## config.mk

```make
export PLATFORM = sky130hd
export DESIGN_NAME = multi_vending_machine_flat
export DESIGN_NICKNAME = d
export VERILOG_FILES = /design/src/rtl/vm_pkg.sv /design/src/rtl/multi_vending_machine_if.sv /design/src/rtl/vm_stock_bank.sv /design/src/rtl/multi_vending_machine.sv /design/src/flat_wrapper.sv
export SDC_FILE = /design/constraint.sdc
export NUM_CORES = 1
export LEC_CHECK = 0
export CAP_MARGIN = 30
export CORE_UTILIZATION = 44
export CTS_CLUSTER_DIAMETER = 50
export DETAILED_ROUTE_END_ITERATION = 12
export GPL_ROUTABILITY_DRIVEN = 0
export PLACE_DENSITY = 0.77
export SYNTH_ARGS = -nofsm -noshare
export SYNTH_HDL_FRONTEND = slang
export SYNTH_SLANG_ARGS = --single-unit
```

## constraint.sdc

```tcl
create_clock -name clk -period 2.2 [get_ports clk]
set_input_delay 0.66 -clock clk [delete_from_list [all_inputs] [get_ports clk]]
set_output_delay 0.66 -clock clk [all_outputs]
set_load 0.005 [all_outputs]
```

## src/rtl/vm_pkg.sv

```systemverilog
// rtl/vm_pkg.sv - shared states and coin constants for multi_vending_machine
package vm_pkg;

    typedef enum logic [1:0] {
        ST_IDLE    = 2'd0,
        ST_COLLECT = 2'd1,
        ST_VEND    = 2'd2,
        ST_CHANGE  = 2'd3
    } vm_state_e;

    localparam int COIN1_VAL     = 1;
    localparam int COIN2_VAL     = 2;
    localparam int DEFAULT_PRICE = 4;

endpackage

```

## src/rtl/multi_vending_machine_if.sv

```systemverilog
// rtl/multi_vending_machine_if.sv - customer/operator and status signals of the vending machine
interface multi_vending_machine_if #(
    parameter int NUM_ITEMS = 4,
    parameter int STOCK_W   = 4,
    parameter int CREDIT_W  = 6
);
    localparam int SEL_W = $clog2(NUM_ITEMS);

    logic                           coin1;
    logic                           coin2;
    logic [SEL_W-1:0]               item_sel;
    logic                           vend_req;
    logic                           load;
    logic [STOCK_W-1:0]             load_qty;
    logic                           cancel;
    logic [NUM_ITEMS-1:0]           deliver;
    logic [CREDIT_W-1:0]            change;
    logic                           change_valid;
    logic [CREDIT_W-1:0]            credit;
    logic [NUM_ITEMS*STOCK_W-1:0]   stock;
    logic [NUM_ITEMS-1:0]           sold_out;
    logic                           vend_err;
    logic                           busy;

    modport slave (
        input  coin1, coin2, item_sel, vend_req, load, load_qty, cancel,
        output deliver, change, change_valid, credit, stock, sold_out, vend_err, busy
    );

    modport master (
        output coin1, coin2, item_sel, vend_req, load, load_qty, cancel,
        input  deliver, change, change_valid, credit, stock, sold_out, vend_err, busy
    );

endinterface

```

## src/rtl/vm_stock_bank.sv

```systemverilog
// rtl/vm_stock_bank.sv - per-slot stock counters with load and saturating decrement
module vm_stock_bank #(
    parameter int NUM_ITEMS = 4,
    parameter int STOCK_W   = 4,
    parameter int SEL_W     = $clog2(NUM_ITEMS)
) (
    input  logic                         clk,
    input  logic                         rst,
    input  logic                         load_i,
    input  logic [SEL_W-1:0]             load_sel_i,
    input  logic [STOCK_W-1:0]           load_qty_i,
    input  logic                         dec_i,
    input  logic [SEL_W-1:0]             dec_sel_i,
    output logic [NUM_ITEMS*STOCK_W-1:0] stock_o,
    output logic [NUM_ITEMS-1:0]         sold_out_o
);

    logic [STOCK_W-1:0] cnt_q [NUM_ITEMS];
    logic [STOCK_W-1:0] cnt_d [NUM_ITEMS];

    // Next count per slot: load wins, decrement never wraps below zero
    always_comb begin
        for (int i = 0; i < NUM_ITEMS; i++) begin
            cnt_d[i] = cnt_q[i];
            if (load_i && (load_sel_i == SEL_W'(i))) begin
                cnt_d[i] = load_qty_i;
            end else if (dec_i && (dec_sel_i == SEL_W'(i)) && (cnt_q[i] != '0)) begin
                cnt_d[i] = cnt_q[i] - STOCK_W'(1);
            end
        end
    end

    // Counter registers, emptied on reset
    always_ff @(posedge clk) begin
        if (!rst) begin
            for (int i = 0; i < NUM_ITEMS; i++) begin
                cnt_q[i] <= '0;
            end
        end else begin
            for (int i = 0; i < NUM_ITEMS; i++) begin
                cnt_q[i] <= cnt_d[i];
            end
        end
    end

    // Flatten counts (slot 0 in LSBs) and flag empty slots
    always_comb begin
        stock_o    = '0;
        sold_out_o = '0;
        for (int i = 0; i < NUM_ITEMS; i++) begin
            stock_o[i*STOCK_W +: STOCK_W] = cnt_q[i];
            sold_out_o[i]                 = (cnt_q[i] == '0);
        end
    end

endmodule

```

## src/rtl/multi_vending_machine.sv

```systemverilog
// rtl/multi_vending_machine.sv - multi-slot vending FSM; optional refund on cancel via VM_REFUND_EN
module multi_vending_machine
    import vm_pkg::*;
#(
    parameter int NUM_ITEMS = 4,
    parameter int STOCK_W   = 4,
    parameter int CREDIT_W  = 6,
    parameter int PRICE     = DEFAULT_PRICE
) (
    input  logic                  clk,
    input  logic                  rst,
    multi_vending_machine_if.slave bus
);

    localparam int SEL_W = $clog2(NUM_ITEMS);
    localparam logic [CREDIT_W-1:0] PRICE_C = CREDIT_W'(PRICE);

`ifdef VM_REFUND_EN
    localparam bit REFUND_EN = 1'b1;
`else
    localparam bit REFUND_EN = 1'b0;
`endif

    vm_state_e           state_q, state_d;
    logic [CREDIT_W-1:0] credit_q, credit_d;
    logic [SEL_W-1:0]    slot_q, slot_d;
    logic                vend_err_q, vend_err_d;
    logic [CREDIT_W:0]   coin_val, coin_sum;
    logic                coin_ok;
    logic                sel_valid;
    logic                dec_en, load_en;
    logic [NUM_ITEMS-1:0] sold_out;
    logic [NUM_ITEMS*STOCK_W-1:0] stock;

    // Coin value this cycle; the extra sum bit exposes an overflowing coin so it can be dropped
    always_comb begin
        coin_val = '0;
        if (bus.coin1) coin_val = coin_val + (CREDIT_W+1)'(COIN1_VAL);
        if (bus.coin2) coin_val = coin_val + (CREDIT_W+1)'(COIN2_VAL);
        coin_sum  = {1'b0, credit_q} + coin_val;
        coin_ok   = (bus.coin1 | bus.coin2) && !coin_sum[CREDIT_W];
        sel_valid = (32'(bus.item_sel) < NUM_ITEMS);
    end

    // Next-state logic; vend decisions use the registered credit only
    always_comb begin
        state_d    = state_q;
        credit_d   = credit_q;
        slot_d     = slot_q;
        vend_err_d = 1'b0;
        dec_en     = 1'b0;
        load_en    = 1'b0;
        case (state_q)
            ST_IDLE: begin
                credit_d = '0;
                if (coin_ok) begin
                    credit_d = coin_sum[CREDIT_W-1:0];
                    state_d  = ST_COLLECT;
                end
                if (bus.vend_req) vend_err_d = 1'b1;
                if (bus.load)     load_en    = 1'b1;
            end
            ST_COLLECT: begin
                if (coin_ok) credit_d = coin_sum[CREDIT_W-1:0];
                if (bus.vend_req) begin
                    if ((credit_q >= PRICE_C) && sel_valid && !sold_out[bus.item_sel]) begin
                        state_d = ST_VEND;
                        slot_d  = bus.item_sel;
                    end else begin
                        vend_err_d = 1'b1;
                    end
                end else if (REFUND_EN && bus.cancel) begin
                    state_d = ST_CHANGE;
                end
            end
            ST_VEND: begin
                dec_en   = 1'b1;
                credit_d = credit_q - PRICE_C;
                state_d  = (credit_q != PRICE_C) ? ST_CHANGE : ST_IDLE;
            end
            ST_CHANGE: begin
                credit_d = '0;
                state_d  = ST_IDLE;
            end
            default: state_d = ST_IDLE;
        endcase
    end

    // State registers; reset silently drops any credit in flight
    always_ff @(posedge clk) begin
        if (!rst) begin
            state_q    <= ST_IDLE;
            credit_q   <= '0;
            slot_q     <= '0;
            vend_err_q <= 1'b0;
        end else begin
            state_q    <= state_d;
            credit_q   <= credit_d;
            slot_q     <= slot_d;
            vend_err_q <= vend_err_d;
        end
    end

    vm_stock_bank #(
        .NUM_ITEMS (NUM_ITEMS),
        .STOCK_W   (STOCK_W),
        .SEL_W     (SEL_W)
    ) u_stock (
        .clk        (clk),
        .rst        (rst),
        .load_i     (load_en),
        .load_sel_i (bus.item_sel),
        .load_qty_i (bus.load_qty),
        .dec_i      (dec_en),
        .dec_sel_i  (slot_q),
        .stock_o    (stock),
        .sold_out_o (sold_out)
    );

    // Outputs decoded from registered state
    always_comb begin
        bus.deliver      = (state_q == ST_VEND) ? (NUM_ITEMS'(1) << slot_q) : '0;
        bus.change       = (state_q == ST_CHANGE) ? credit_q : '0;
        bus.change_valid = (state_q == ST_CHANGE);
        bus.credit       = credit_q;
        bus.stock        = stock;
        bus.sold_out     = sold_out;
        bus.vend_err     = vend_err_q;
        bus.busy         = (state_q == ST_VEND) || (state_q == ST_CHANGE);
    end

endmodule

```

## src/flat_wrapper.sv

```systemverilog
// flat-port wrapper written by rule: the top's interface ports become plain ports
module multi_vending_machine_flat import vm_pkg::*;
#(
    parameter int NUM_ITEMS = 4,
    parameter int STOCK_W   = 4,
    parameter int CREDIT_W  = 6,
    parameter int PRICE     = DEFAULT_PRICE
)
  (clk, rst, bus_coin1, bus_coin2, bus_item_sel, bus_vend_req, bus_load, bus_load_qty, bus_cancel, bus_deliver, bus_change, bus_change_valid, bus_credit, bus_stock, bus_sold_out, bus_vend_err, bus_busy);
  multi_vending_machine_if #(.NUM_ITEMS(NUM_ITEMS), .STOCK_W(STOCK_W), .CREDIT_W(CREDIT_W)) bus_i ();
  input  logic clk;
  input  logic rst;
  input wire logic [$bits(bus_i.coin1)-1:0] bus_coin1;
  input wire logic [$bits(bus_i.coin2)-1:0] bus_coin2;
  input wire logic [$bits(bus_i.item_sel)-1:0] bus_item_sel;
  input wire logic [$bits(bus_i.vend_req)-1:0] bus_vend_req;
  input wire logic [$bits(bus_i.load)-1:0] bus_load;
  input wire logic [$bits(bus_i.load_qty)-1:0] bus_load_qty;
  input wire logic [$bits(bus_i.cancel)-1:0] bus_cancel;
  output wire logic [$bits(bus_i.deliver)-1:0] bus_deliver;
  output wire logic [$bits(bus_i.change)-1:0] bus_change;
  output wire logic [$bits(bus_i.change_valid)-1:0] bus_change_valid;
  output wire logic [$bits(bus_i.credit)-1:0] bus_credit;
  output wire logic [$bits(bus_i.stock)-1:0] bus_stock;
  output wire logic [$bits(bus_i.sold_out)-1:0] bus_sold_out;
  output wire logic [$bits(bus_i.vend_err)-1:0] bus_vend_err;
  output wire logic [$bits(bus_i.busy)-1:0] bus_busy;
  assign bus_i.coin1 = bus_coin1;
  assign bus_i.coin2 = bus_coin2;
  assign bus_i.item_sel = bus_item_sel;
  assign bus_i.vend_req = bus_vend_req;
  assign bus_i.load = bus_load;
  assign bus_i.load_qty = bus_load_qty;
  assign bus_i.cancel = bus_cancel;
  assign bus_deliver = bus_i.deliver;
  assign bus_change = bus_i.change;
  assign bus_change_valid = bus_i.change_valid;
  assign bus_credit = bus_i.credit;
  assign bus_stock = bus_i.stock;
  assign bus_sold_out = bus_i.sold_out;
  assign bus_vend_err = bus_i.vend_err;
  assign bus_busy = bus_i.busy;
  multi_vending_machine #(.NUM_ITEMS(NUM_ITEMS), .STOCK_W(STOCK_W), .CREDIT_W(CREDIT_W), .PRICE(PRICE)) u_core (.clk(clk), .rst(rst), .bus(bus_i));
endmodule
```

# Word level (Yosys, flattened, before mapping)
# Memories as Yosys holds them, arrays and structs flattened.
# Cells that the tools add are included.
dict set report word_totals {
  regBits 11
  latch_bits 0
  ram_bits 16
  rom_bits 0
  in_bits 13
  out_inout_bits 39
  word_cells 99
  n_memories 1
}
dict set report op_classes {
  add_sub_neg 7
  multipliers 0
  div_mod_pow 0
  n_lt_le_gt_ge 2
  eq_ne 14
  n_shift 1
  muxes 35
  bitwise 5
  reduce_logical 30
}
# name depth word_bits rd rd_clocked_by_memory_dff write_ports line
set mem_list {}
lappend mem_list {u_core.u_stock.cnt_q 4 4 4 0 4 vm_stock_bank.sv:18} ;# logic [STOCK_W-1:0] cnt_q [NUM_ITEMS];
# operator n
set op_table {}
lappend op_table {{4-bit 2-to-1 mux} 13}
lappend op_table {{6-bit case mux with 4 select lines} 1}
lappend op_table {{6-bit 2-to-1 mux} 3}
lappend op_table {{4-bit logical NOT} 4}
lappend op_table {{4-bit nonzero test} 4}
lappend op_table {{4-bit by 1-bit subtractor with 4-bit output (second input constant)} 4}
lappend op_table {{1-bit logical AND} 14}
lappend op_table {{2-bit equality test (second input constant)} 6}
lappend op_table {{1-bit 2-to-1 mux} 10}
lappend op_table {{2-bit 2-to-1 mux} 4}
lappend op_table {{2-bit case mux with 4 select lines} 1}
lappend op_table {{6-bit by 7-bit adder with 7-bit output} 1}
lappend op_table {{7-bit 2-to-1 mux} 1}
lappend op_table {{2-bit by 1-bit equality test with 1-bit output (second input constant)} 3}
lappend op_table {{6-bit by 3-bit greater-or-equal comparator with 1-bit output (second input constant)} 1}
lappend op_table {{2-bit logical NOT} 3}
lappend op_table {{2-bit by 1-bit inequality test with 1-bit output (second input constant)} 3}
lappend op_table {{6-bit by 3-bit inequality test with 1-bit output (second input constant)} 1}
lappend op_table {{3-bit AND reduction} 2}
lappend op_table {{6-bit by 3-bit subtractor with 6-bit output (second input constant)} 1}
lappend op_table {{1-bit bitwise OR} 5}
lappend op_table {{1-bit by 2-bit << shifter with 4-bit output (first input constant)} 1}
lappend op_table {{1-bit by 2-bit adder with 3-bit output (second input constant)} 1}
lappend op_table {{2-bit by 3-bit < comparator with 1-bit output (second input constant)} 1}
lappend op_table {{5 further kinds} 6}

# Longest topological paths before layout
# An unclocked memory read counts as a cell.
dict set report depth {
  depth_word 9
  depth_mapped 7
  mapped_depth_nobuf 7
}

# Cells and area by module
# A second synthesis with hierarchy kept.
dict set report unflattened {
  cells_unflattened 236
  hier_area_um2 1904.3
}
# module instances cells_per_inst area_per_inst_um2 seq_area_each_um2
set modules_own_cells {}
lappend modules_own_cells {vm_stock_bank 1 123 1001.0 320.3}
lappend modules_own_cells {multi_vending_machine 1 113 903.4 220.2}

# Worst setup path before layout
# OpenSTA, ideal clock, no wires.
dict set report synth_path {
  path_type {in2reg}
  startpoint {input bus_coin1}
  endpoint {register u_core.credit_q[3], in the netlist u_core.bus.credit[3]}
  setup_ns 0.122
  arrival_ns 2.074
  required_time_ns 2.078
  path_slack_ns 0.005
  stages 7
  n_path_buf 0
  path_cell_list {ha_1 inv_1 fa_1 and4b_1 a211oi_1 o21a_1 o311a_1}
}
dict set report synth_between {
  elab_chain_cells 8
  word_cells_on_any_way 11
  classes_between {add/sub: 2; eq/ne: 1; mux: 5; bitwise: 1; reduce/logical: 2}
}
# item line
set synth_lines {}
lappend synth_lines {{start, declared} flat_wrapper.sv:13} ;# input wire logic [$bits(bus_i.coin1)-1:0] bus_coin1;
lappend synth_lines {{1-bit 2-to-1 mux} multi_vending_machine.sv:38} ;# if (bus.coin1) coin_val = coin_val + (CREDIT_W+1)'(COIN1_VAL);
lappend synth_lines {{1-bit by 2-bit adder with 3-bit output} multi_vending_machine.sv:39} ;# if (bus.coin2) coin_val = coin_val + (CREDIT_W+1)'(COIN2_VAL);
lappend synth_lines {{7-bit 2-to-1 mux} multi_vending_machine.sv:39}
lappend synth_lines {{6-bit by 7-bit adder with 7-bit output} multi_vending_machine.sv:40} ;# coin_sum = {1'b0, credit_q} + coin_val;
lappend synth_lines {{1-bit logical NOT} multi_vending_machine.sv:41} ;# coin_ok = (bus.coin1 | bus.coin2) && !coin_sum[CREDIT_W];
lappend synth_lines {{1-bit logical AND} multi_vending_machine.sv:41}
lappend synth_lines {{6-bit 2-to-1 mux} multi_vending_machine.sv:56} ;# if (coin_ok) begin
lappend synth_lines {{6-bit case mux with 4 select lines} multi_vending_machine.sv:53} ;# case (state_q)
lappend synth_lines {{end signal, assigned} multi_vending_machine.sv:98} ;# credit_q <= credit_d;
lappend synth_lines {{end, declared} multi_vending_machine.sv:25} ;# logic [CREDIT_W-1:0] credit_q, credit_d;
# Several ways; a longest one is shown, not always the timed one. The select of a mux whose other input is x is not followed.
# A chain may end at the register's enable or synchronous reset.

# Final worst setup path
dict set report layout_path {
  startpoint {register u_core.state_q[0]}
  endpoint {output bus_deliver[1]}
}
dict set report layout_between {
  elab_chain_cells 2
}
# item line
set layout_lines {}
lappend layout_lines {{start, declared} multi_vending_machine.sv:24} ;# vm_state_e state_q, state_d;
lappend layout_lines {{start signal, assigned} multi_vending_machine.sv:97} ;# state_q <= state_d;
lappend layout_lines {{2-bit equality test} multi_vending_machine.sv:122} ;# bus.deliver = (state_q == ST_VEND) ? (NUM_ITEMS'(1) << slot_q) : '0;
lappend layout_lines {{4-bit 2-to-1 mux} multi_vending_machine.sv:122}
lappend layout_lines {{end, declared} flat_wrapper.sv:20} ;# output wire logic [$bits(bus_i.deliver)-1:0] bus_deliver;
# No other way between the ends.

==> reports/metrics.cfg <==
[yosys]
synth_edf_count=0
synthesis.area_um2=1960
synth_seq_cells=27
ys_top_cells_by_area=dfxtp_1 (28%), ha_1 (5.8%), inv_1 (5.4%), a21oi_1 (3.8%), nand2_1 (2.9%)
yosysWarnings=0
yosysUniqueCellTypes=63
async_flop_share_pct=0
yosysTopAreaCell=dfxtp_1
yosysSeqAreaShare_pct=27.6
synth_flop_cell=dfxtp_1
syn_nets=259
synthCells=236
synth_top_area_share_pct=27.6
syn_avg_cell_area_um2=8.29

[critical_path]
timing.critical_path.buf_inv=1
crit_required_ns=1.54
worst_setup_path_end_kind=output port
path_cells=and4bb_4, clkdlybuf4s50_1
arrival_ns=1.51
r2r-end=u_core.bus.credit[3]$_SDFFE_PN0P_
start_kind=register
worst-setup-path-type=register to output port
cpPeakStageDelay_ns=0.50
ff2ff_setup_slack_ns=0.30
regToRegStartpoint=u_core.bus.credit[0]$_SDFFE_PN0P_
cp_max_fo=6
r2r_cells=7
path_delay_family=buffers and inverters
cp_slowest_cell=clkdlybuf4s50_1

[clocking]
h-tree-depth=1
clock_sinks=27
numCtsBuffers=3
cts_buffer_depth=2
clock_latency_ns=0.27
root_buffer=clkbuf_8
cts_tree=yes
cts.clk_slew.worst_paths_ns=0.10

[finish]
finish.utilization_pct=68.6
fin_nets=338
synthToLayoutAreaGrowth_pct=45.4
fin_cells=364
layout_commonest_cell=clkdlybuf4s50_1
fill_cells=349
diodes=0
drive_above_1_share_pct=27.7
final_cell_mix=clkdlybuf4s50_1 (39), buf_4 (36), inv_1 (26)

[die]
die_w_um=68.7
start_util_pct=47.2
ios=52
die-area_um2=4710
die_h_um=68.7
rows=23
core_um2=4140

[routing]
viasPerCell=5.63
drt_wl_total_mm=5.67
final_antenna_net_count=0
post-route-drc-count=0
drt_iter0_markers=95
firstDrtPassIters=4
routedWlPerCell_um=15.6
vias=2048

[timing]
post-route-period-util_pct=98.6
clock.fmax_mhz=461
fin_tns_setup_ns=0
worst_pin_slew_ns=0.461
hold_viol=0
finalSetupViolations=0
relSlewSlack_pct=69.2
maxSlewViolCount=0
rsz0062_at_grt=no
finalCriticalPeriod_ns=2.17
clock_skew_ns=0.00469

[placed_design]
io_buffers=50
dpl.cell_count=353
hpwl_mm=4.04

[min_path]
worstHoldStart=u_core.u_stock.cnt_q[0][1]$_SDFFE_PN0P_
hold_path_end=u_core.u_stock.cnt_q[0][1]$_SDFFE_PN0P_
hp-class=register to register
min_path_cells=2

[run]
drv_cap=0

[global_routing]
globalRouteOverflowTotal=0
grt_usage_pct=24.1
grt_max_degree=23
grt_pass1_vias=1917
grt_pass1_wl_mm=8.58
antenna_found_initial=0

[power_and_ir_drop]
p_leak_nw=1.19
power.density_nw_per_um2=424
irDropWorstVdd_mv=0.231

[outcome]
status=finished clean

==> timing repair <==
action / CTS / global route
buffers inserted: 3 / 4
endpoints found under the hold margin: 0 / 0
hold buffers: 0 / 0
pin swaps: 2 / 3
resized for setup: 23 / 25
endpoints found under the setup margin: 22 / 20
==> area by class of cell <==
type,instances,area (um2),share of cell area (%)
timing repair buffer,87,795,27.9
tap,50,62.6,2.20
sequential,27,561,19.7
multi-input combinational,168,1280,44.9
clock buffer,4,45.0,1.58
inverter,28,105,3.70
==> worst max-delay path by stage <==
stage,from,endpoint,depth (start not counted)
finish,u_core.state_q[0]$_SDFFE_PN0P_,bus_deliver[1],2
global route,u_core.state_q[0]$_SDFFE_PN0P_,bus_deliver[1],2
CTS,u_core.u_stock.cnt_q[0][5]$_SDFFE_PN0P_,bus_sold_out[1],5
detailed placement,bus_coin1,u_core.bus.credit[3]$_SDFFE_PN0P_,8
global placement,bus_coin1,u_core.bus.credit[3]$_SDFFE_PN0P_,8
floorplan,bus_coin1,u_core.bus.credit[3]$_SDFFE_PN0P_,7
==> synthesized netlist by cell type, types with 4 or more instances <==
| library cell | number |
|---|---|
| inv_1 | 28 |
| dfxtp_1 | 27 |
| a21oi_1 | 15 |
| nand2_1 | 15 |
| nor2_1 | 10 |
| ha_1 | 9 |
| and3_1 | 8 |
| clkbuf_1 | 7 |
| nor3_1 | 7 |
| o21ai_1 | 7 |
| a32oi_1 | 6 |
| o21ai_0 | 5 |
| a211o_1 | 4 |
| o22ai_1 | 4 |
==> layer usage <==
layer | up-vias | GRT usage (%) | wire length, um
met3 | 6 | 2.30 | 219
met5 | - | 0 | 0
met4 | 0 | 7.03 | 57
li1 | 1005 | - | -
met1 | 979 | 30.2 | 2510
met2 | 58 | 43.3 | 2880
==> per-stage QoR <==
stage,hold WS [ns],power (W),worst slack (ns),area (um2)
finish,0.500,0.00121,0.0305,2840
global route,0.517,0.00127,0.000394,2840
CTS,0.477,0.00119,-0.0168,2770
detailed placement,0.469,0.000897,-0.566,2670
global placement,0.464,0.000888,-0.525,2670
floorplan,0.472,0.000720,0.00454,1960
==> cell families (layout without fill, tap and decap cells) <==
family	Yosys count	after routing	synth area share, %
buffers and inverters	41	119	9.21
muxes	5	5	3.07
xor gates and xnor gates	4	4	1.79
AOI/OAI and AO/OA	68	68	25.1
adders and majority gates	10	10	6.78
and+or+nand+nor	81	81	26.4
DFF	27	27	27.6
==> report_power, final <==
group          leakage, nW  internal (W)  switching (W)  total (W)
sequential           0.226      0.000512      0.0000254   0.000537
clock               0.0228      0.000130       0.000166   0.000296
combinational        0.944      0.000200       0.000173   0.000373
==> state kept, by name, summed over array words and instances (netlist names) <==
register / flops
u_core.state_q: 2
u_core.slot_q: 2
u_core.u_stock.cnt_q: 16
u_core.bus.vend_err: 1
u_core.bus.credit: 6
==> worst register-to-register path, stage by stage, from the launching register on <==
cell and delay, ns:
dfxtp_1 0.37, ha_2 0.20, inv_1 0.06, fa_2 0.36
and4b_1 0.27, a211oi_1 0.06, o21a_1 0.17, o311a_1 0.31
Power figures use the tool's default switching activity.
